$ cat src/rtl/mig_seq_eval.sv
// Programmable majority-inverter-graph evaluator: one MAJ node per clock.
// Ports: clk/rst, prog_* table write, node_cnt/out_inv/in_vec/start run, busy/done/result/err status.
module mig_seq_eval #(
  parameter int NIN    = 7,
  parameter int NNODES = 8,
  parameter int IDX_W  = $clog2(1 + NIN + NNODES),
  parameter int OP_W   = IDX_W + 1,
  localparam int AW    = $clog2(NNODES),
  localparam int CW    = $clog2(NNODES + 1),
  localparam int SW    = 2 ** IDX_W
) (
  input  logic              clk,
  input  logic              rst,
  input  logic              prog_we,
  input  logic [AW-1:0]     prog_addr,
  input  logic [3*OP_W-1:0] prog_data,
  input  logic [CW-1:0]     node_cnt,
  input  logic              out_inv,
  input  logic [NIN-1:0]    in_vec,
  input  logic              start,
  output logic              busy,
  output logic              done,
  output logic              result,
  output logic              err
);

  typedef enum logic [1:0] {IDLE, EVAL, DONE} state_t;

  state_t state, state_nx;

  logic [3*OP_W-1:0] tbl [NNODES];
  logic [NIN-1:0]    vec;
  logic [NNODES-1:0] nodes;
  logic [CW-1:0]     len;
  logic [CW-1:0]     clamped;
  logic [AW-1:0]     p;
  logic              oinv;
  logic              accept;
  logic              zero_len;
  logic              last;
  logic [3*OP_W-1:0] cur;
  logic [IDX_W-1:0]  ix [3];
  logic [2:0]        inv_b;
  logic [2:0]        opv;
  logic [2:0]        bad;
  logic              maj;
  logic [SW-1:0]     src;

  assign busy     = (state == EVAL);
  assign done     = (state == DONE);
  assign accept   = start && (state != EVAL);
  assign clamped  = (node_cnt > CW'(NNODES)) ? CW'(NNODES) : node_cnt;
  assign zero_len = (clamped == '0);
  assign last     = (CW'(p) == len - CW'(1));
  assign cur      = tbl[p];

  // Flat index space: bit 0 is constant 0, then inputs, then node values.
  assign src = SW'({nodes, vec, 1'b0});

  for (genvar k = 0; k < 3; k++) begin : g_op
    assign ix[k]    = cur[(2-k)*OP_W +: IDX_W];
    assign inv_b[k] = cur[(2-k)*OP_W + IDX_W];
  end

  // Only nodes already evaluated in this run (n < p) may be read;
  // anything else reads as 0 and flags the run.
  always_comb begin
    opv = '0;
    bad = '0;
    for (int k = 0; k < 3; k++) begin
      if (int'(ix[k]) <= NIN + int'(p) &&
          int'(ix[k]) <= NIN + NNODES)
        opv[k] = src[ix[k]] ^ inv_b[k];
      else
        bad[k] = 1'b1;
    end
  end

  assign maj = (opv[0] & opv[1]) |
               (opv[0] & opv[2]) |
               (opv[1] & opv[2]);

  always_comb begin
    state_nx = state;
    unique case (state)
      IDLE: if (start) state_nx = zero_len ? DONE : EVAL;
      EVAL: if (last) state_nx = DONE;
      DONE: begin
        if (start) state_nx = zero_len ? DONE : EVAL;
        else       state_nx = IDLE;
      end
      default: state_nx = IDLE;
    endcase
  end

  // Node table has no reset; writes are locked out only while evaluating.
  always_ff @(posedge clk) begin
    if (prog_we && !busy) tbl[prog_addr] <= prog_data;
  end

  always_ff @(posedge clk) begin
    if (rst) begin
      state  <= IDLE;
      vec    <= '0;
      nodes  <= '0;
      len    <= '0;
      p      <= '0;
      oinv   <= 1'b0;
      err    <= 1'b0;
      result <= 1'b0;
    end else begin
      state <= state_nx;
      if (accept) begin
        vec    <= in_vec;
        len    <= clamped;
        oinv   <= out_inv;
        nodes  <= '0;
        p      <= '0;
        err    <= zero_len;
        result <= 1'b0;
      end else if (state == EVAL) begin
        nodes[p] <= maj;
        if (|bad) err <= 1'b1;
        if (last) result <= maj ^ oinv;
        else      p <= p + 1'b1;
      end
    end
  end

endmodule

$ cat config.mk
export PLATFORM = sky130hd
export DESIGN_NAME = mig_seq_eval
export DESIGN_NICKNAME = d
export VERILOG_FILES = /design/src/rtl/mig_seq_eval.sv
export SDC_FILE = /design/constraint.sdc
export NUM_CORES = 1
export LEC_CHECK = 0
export CORE_UTILIZATION = 60
export DETAILED_ROUTE_END_ITERATION = 8
export PLACE_DENSITY = 0.86
export SLEW_MARGIN = 20
export SYNTH_ARGS = -nofsm -noshare
export SYNTH_HDL_FRONTEND = slang
export SYNTH_SLANG_ARGS = --single-unit
$ cat constraint.sdc
create_clock -name clk -period 3.9 [get_ports clk]
set_clock_uncertainty 0.1 [all_clocks]
set_input_delay 0.585 -clock clk [delete_from_list [all_inputs] [get_ports clk]]
set_output_delay 0.585 -clock clk [all_outputs]
set_load 0.005 [all_outputs]
After elaboration in Yosys (flattened, before gate mapping)
Memory sizes are Yosys's and may differ from the RTL's. A register that Yosys moved wholly into a read port is not among the register bits.
Index checks and enable logic that the tools add are counted.
{"block": "totals", "reg_bits": 27, "latch_bits": 0, "out_inout_bits": 4, "elab_cells": 79, "ram_bits": 120, "mem_count": 1, "input_bits": 34, "romBits": 0}
{"name": "tbl", "depth": 8, "width": 15, "rd": 1, "rd_clocked_by_memory_dff": 1, "wr": 1, "line_no": "31", "source": "logic [3*OP_W-1:0] tbl [NNODES];"}
{"block": "classes", "n_shift": 0, "n_mux": 28, "div": 0, "order_cmp": 9, "bitwise_logic": 10, "mul": 0, "n_eq_ne": 6, "n_reduce_logical": 14, "n_addsub": 3}
{"cell": "5-bit by 32-bit less-or-equal comparator with 1-bit output", "n": 2}
{"cell": "4-bit by 5-bit less-than comparator with 1-bit output, second input constant", "n": 3}
{"cell": "1-bit 2-to-1 mux", "n": 15}
{"cell": "1-bit binary-select mux with 4-bit select", "n": 3}
{"cell": "8-bit bitwise mux", "n": 1}
{"cell": "2-bit 2-to-1 mux", "n": 4}
{"cell": "2-bit AND reduction", "n": 4}
{"cell": "3-bit 2-to-1 mux", "n": 2}
{"cell": "2-bit case mux with 3 select lines", "n": 1}
{"cell": "3-bit by 3-bit adder with 4-bit output, first input constant", "n": 1}
{"cell": "3-bit by 4-bit == test with 1-bit output", "n": 1}
{"cell": "4-bit greater-than comparator, second input constant", "n": 1}
{"cell": "4-bit less-or-equal comparator", "n": 1}
{"cell": "4-bit zero test", "n": 1}
{"cell": "3-bit by 4-bit less-than comparator with 1-bit output, second input constant", "n": 1}
{"cell": "4-bit 2-to-1 mux", "n": 1}
{"cell": "2-bit by 1-bit != test with 1-bit output, second input constant", "n": 2}
{"cell": "2-bit nonzero test", "n": 2}
{"cell": "4-bit by 1-bit subtractor with 4-bit output, second input constant", "n": 1}
{"cell": "1-bit bitwise XOR", "n": 4}
{"cell": "3-bit by 1-bit adder with 3-bit output, second input constant", "n": 1}
{"cell": "1-bit bitwise AND", "n": 3}
{"cell": "1-bit demux with 3-bit select", "n": 1}
{"cell": "3-bit by 1-bit greater-or-equal comparator with 1-bit output, second input constant", "n": 1}
{"cell": "10 further kinds", "n": 13}

Logic depth before layout (Yosys ltp)
Gate-level depths: netlist (run 1).
{"block": "logic_depth", "word_depth": 8, "ltp_mapped": 15, "mapped_depth_nobuf": 13}

Worst setup path after synthesis (run 1)
Ideal clock, no wire load.
{"block": "synth_path", "path_kind": "register -> register", "from": "reg with a tool-made name", "to": "reg nodes[1]", "arrival_time_ps": 3076, "period_less_slack_ps": 3260, "stages_incl_launch_ff": 16, "t_required_ps": 3715, "n_path_buf": 2, "path_slack_ps": 640, "setup_time_ps": 85, "cell_sequence": "dfxtp_1 > buf_2 > buf_6 > mux4_2 > mux2i_1 > inv_1 > ha_1 > nor2b_1 > o21a_1 > o21a_1 > o21ai_0 > nand2b_1 > a21oi_1 > or2_4 > o21ai_4 > o31ai_2"}
{"item": "end signal, assigned by index", "line_no": "122", "source": "nodes[p] <= maj;"}
{"item": "end, declared", "line_no": "33", "source": "logic [NNODES-1:0] nodes;"}

==> results of run 1 <==
==> registers in the layout, indices dropped and copies added, names as in the netlist, named ones only <==
name / flops
tbl: 120
p: 3
oinv: 1
result: 1
len: 4
vec: 7
err: 1
state: 2
nodes: 8
==> cells in the final DEF, fill, tap and decap left out, drive strengths merged, types with 7 or more instances in the layout <==
| cell | n |
|---|---|
| nand3 | 16 |
| o21ai | 8 |
| edfxtp | 120 |
| inv | 19 |
| mux2i | 32 |
| clkdlybuf4s50 | 37 |
| nor2 | 27 |
| mux2 | 9 |
| o31ai | 12 |
| clkbuf | 19 |
| xnor2 | 7 |
| dfxtp | 30 |
| nand2 | 37 |
| clkinv | 7 |
| nand3b | 8 |
| mux4 | 30 |
| a21oi | 20 |
| buf | 20 |
| ha | 13 |
==> path summary, 6_finish.rpt <==
| check | from | end | cells past startpoint |
|---|---|---|---|
| worst max-delay path | flop | nodes[1]$_SDFFE_PP0P_ | 12 |
| worst min-delay path | len[2]$_SDFFE_PP0P_ | len[2]$_SDFFE_PP0P_ | 2 |
| worst max register to register | flop | nodes[1]$_SDFFE_PP0P_ | 12 |
| worst min register to register | len[2]$_SDFFE_PP0P_ | len[2]$_SDFFE_PP0P_ | 2 |
==> worst min-delay path: stages (launching register included) <==
cell and delay (ns):
dfxtp_1 0.31, nand2_1 0.06, a21oi_1 0.05
==> stage by stage <==
step	hold slack (ns)	instance area (µm²)	utilization	power (W)	instances
4_1_cts	0.364	8080	0.733	0.00371	671
3_3_place_gp	0.348	7520	0.682	0.00214	639
3_5_place_dp	0.354	7520	0.682	0.00216	639
2_1_floorplan	0.332	6920	-	0.00203	460
6_report	0.365	8090	0.733	0.00370	671
5_1_grt	0.383	8090	0.733	0.00381	671
==> power by group <==
part	total, W	leakage, nW	internal [W]	switching (W)
Combinational	0.000353	1.11	0.000156	0.000197
Sequential	0.00178	1.33	0.00176	0.0000203
Clock	0.00156	0.266	0.000935	0.000624
==> cell type report <==
class	instances	area, µm²	share of cell area
Clock buffer	19	433	0.0535
Clock inverter	13	129	0.0159
Inverter	17	68.8	0.00851
Multi-Input combinational cell	275	2540	0.314
Sequential cell	150	4210	0.520
Tap cell	140	175	0.0217
Timing Repair Buffer	57	533	0.0659
==> per-layer routing <==
| metal | GRT usage | part of all wire | wire [µm] |
|---|---|---|---|
| met2 | 0.450 | 0.49 | 7220 |
| met1 | 0.334 | 0.41 | 6090 |
| met3 | 0.0759 | 0.068 | 997 |
| met5 | 0 | 0 | 0 |
| met4 | 0.139 | 0.029 | 427 |
==> repair_timing <==
| action | in CTS | in global routing |
|---|---|---|
| buffers inserted | 0 | 0 |
| endpoints found under the setup margin | 0 | 9 |
| gates resized for setup | 0 | 3 |
==> cell families after synthesis <==
family,after synthesis
AND/OR/NAND/NOR,118
AO/OA/AOI/OAI,65
adder cells (fa/ha/maj),13
buffers and inverters,35
XOR/XNOR,8
flip-flops,150
multiplexers,71
==> summary.txt, run 1 <==
Outcome -> completed
Worst endpoint required time -> 4.10 ns
Setup TNS -> 0 ns
Fin crit share -> 0.951
Final hold vios -> 0
Setup-failing EPs final -> 0
HP Class -> reg2reg
Crit-path slowest cell -> mux4_2
GPL Wtd Cong -> 0.923
Async S/R FF share, synth -> 0
Post-synth top cells -> 120 x edfxtp_1, 37 x nand2_1, 30 x dfxtp_1, 27 x mux2i_1, 27 x nor2_1
Register area share after synthesis -> 0.607
Top cells by area, synth -> edfxtp_1 52%, dfxtp_1 8.7%, mux4_2 8.1%, mux2i_1 3.9%, ha_1 2.3%
Via/cell ratio -> 6.38
Site Rows -> 38
Drt pass-1 iters -> 5
Mux cell area share after synthesis -> 0.171
Fraction of layout cells with a size suffix above 1 -> 0.209
Largest stage delay on the critical path -> 0.52 ns
Largest family of logic cells by synthesized area -> multiplexers
Worst path bufs/invs -> 2
DRT Wirelength -> 14.7 mm
Pre-CTS setup slack -> 0.175 ns
Post-Synth Simple-Gate Area -> 0.0871
Avg WL per Cell -> 22.0 µm
DR iter-0 viols -> 327
Fmax -> 0.270 GHz
Most numerous cell in the Yosys netlist -> edfxtp_1
Die X -> 109 µm
Via Count -> 4283
CTS Root Cell -> clkbuf_16
Total grt overflow -> 0
CTS tree -> done
Synth Register Bits -> 150
Global-route wire length before repair -> 23.0 mm
Mapped cell area -> 6920 µm²
Maximum clock path buffer count -> 2
Antenna diodes -> 0
Leak -> 2.71 nW
Setup WS post-layout -> 0.192 ns
Cts bufs inserted -> 17
FF-to-FF setup slack -> 0.19 ns
Nets -> 565
Startpoint Class -> flop
Max FO, Critical Path -> 20
Antenna Violating Nets Remaining -> 0
Top delay family on crit path -> compound AO/OA/AOI/OAI gates
Ys flop type -> edfxtp_1
DRC violation count after routing -> 0
CORE AREA -> 11000 µm²
Chip height -> 109 µm
Synth top area share -> 0.521
Synthesized-area fraction occupied by xor and xnor cells -> 0.0101
Slew Limit Fails -> 0
Layout area overhead -> 16.8%
Initial antenna violation count -> 0
Worst-Margin Slew -> 0.763 ns
Boundary pin count -> 38
Post-synth EDFFs -> 120
H-tree levels -> 4
Cells after synthesis -> 460
Starting Density -> 0.627
Syn_nets -> 507
Post-CTS Hold Buffers -> 0
Critical path class -> reg2reg
Synth Area in Adders -> 0.0235
Vias in the first global route -> 4482
Largest net degree at the start of global routing -> 21
Clock transition at path regs -> 0.06 ns
Post-synthesis compound-gate area fraction -> 0.0730
PortBufs -> 37
Slew margin rel. -> 0.487
Global Route Usage Sum -> 0.274
Power Density -> 457 nW/µm²
Fillers -> 659
Critical-path cell list -> buf_12 -> mux4_2 -> mux2_4 -> ha_1 -> inv_1 -> o31a_1 -> o31ai_1 -> a21boi_0 -> mux2i_2 -> a21oi_2 -> o21ai_4 -> o31ai_2
HPWL Detailed -> 9.51 mm
WP data arrival -> 3.90 ns
Die ar. -> 12000 µm²
CP Capture Type -> flop
Clk_lat worst skew -> 0.43 ns
Min cycle time layout -> 3.71 ns
Library cells used by synthesis -> 63
TritonCTS Sinks -> 150
Peak supply drop -> 415 µV
Syn_area_per_cell -> 15.0 µm²
Area leader, netlist -> edfxtp_1
RSZ-0062 raised after global routing -> no
Synthesis Warnings -> 0
Max_cap viols -> 0
(Power assumes the default switching activity.)
==> run 2, diff against run 1 <==
--- a/config.mk
+++ b/config.mk
@@ -8,6 +8,7 @@
 export CORE_UTILIZATION = 60
 export DETAILED_ROUTE_END_ITERATION = 8
 export PLACE_DENSITY = 0.86
+export SETUP_SLACK_MARGIN = 0.02
 export SLEW_MARGIN = 20
 export SYNTH_ARGS = -nofsm -noshare
 export SYNTH_HDL_FRONTEND = slang
==> results of run 2 <==
No change in the layout: final DEF, timing and power equal those of run 1.
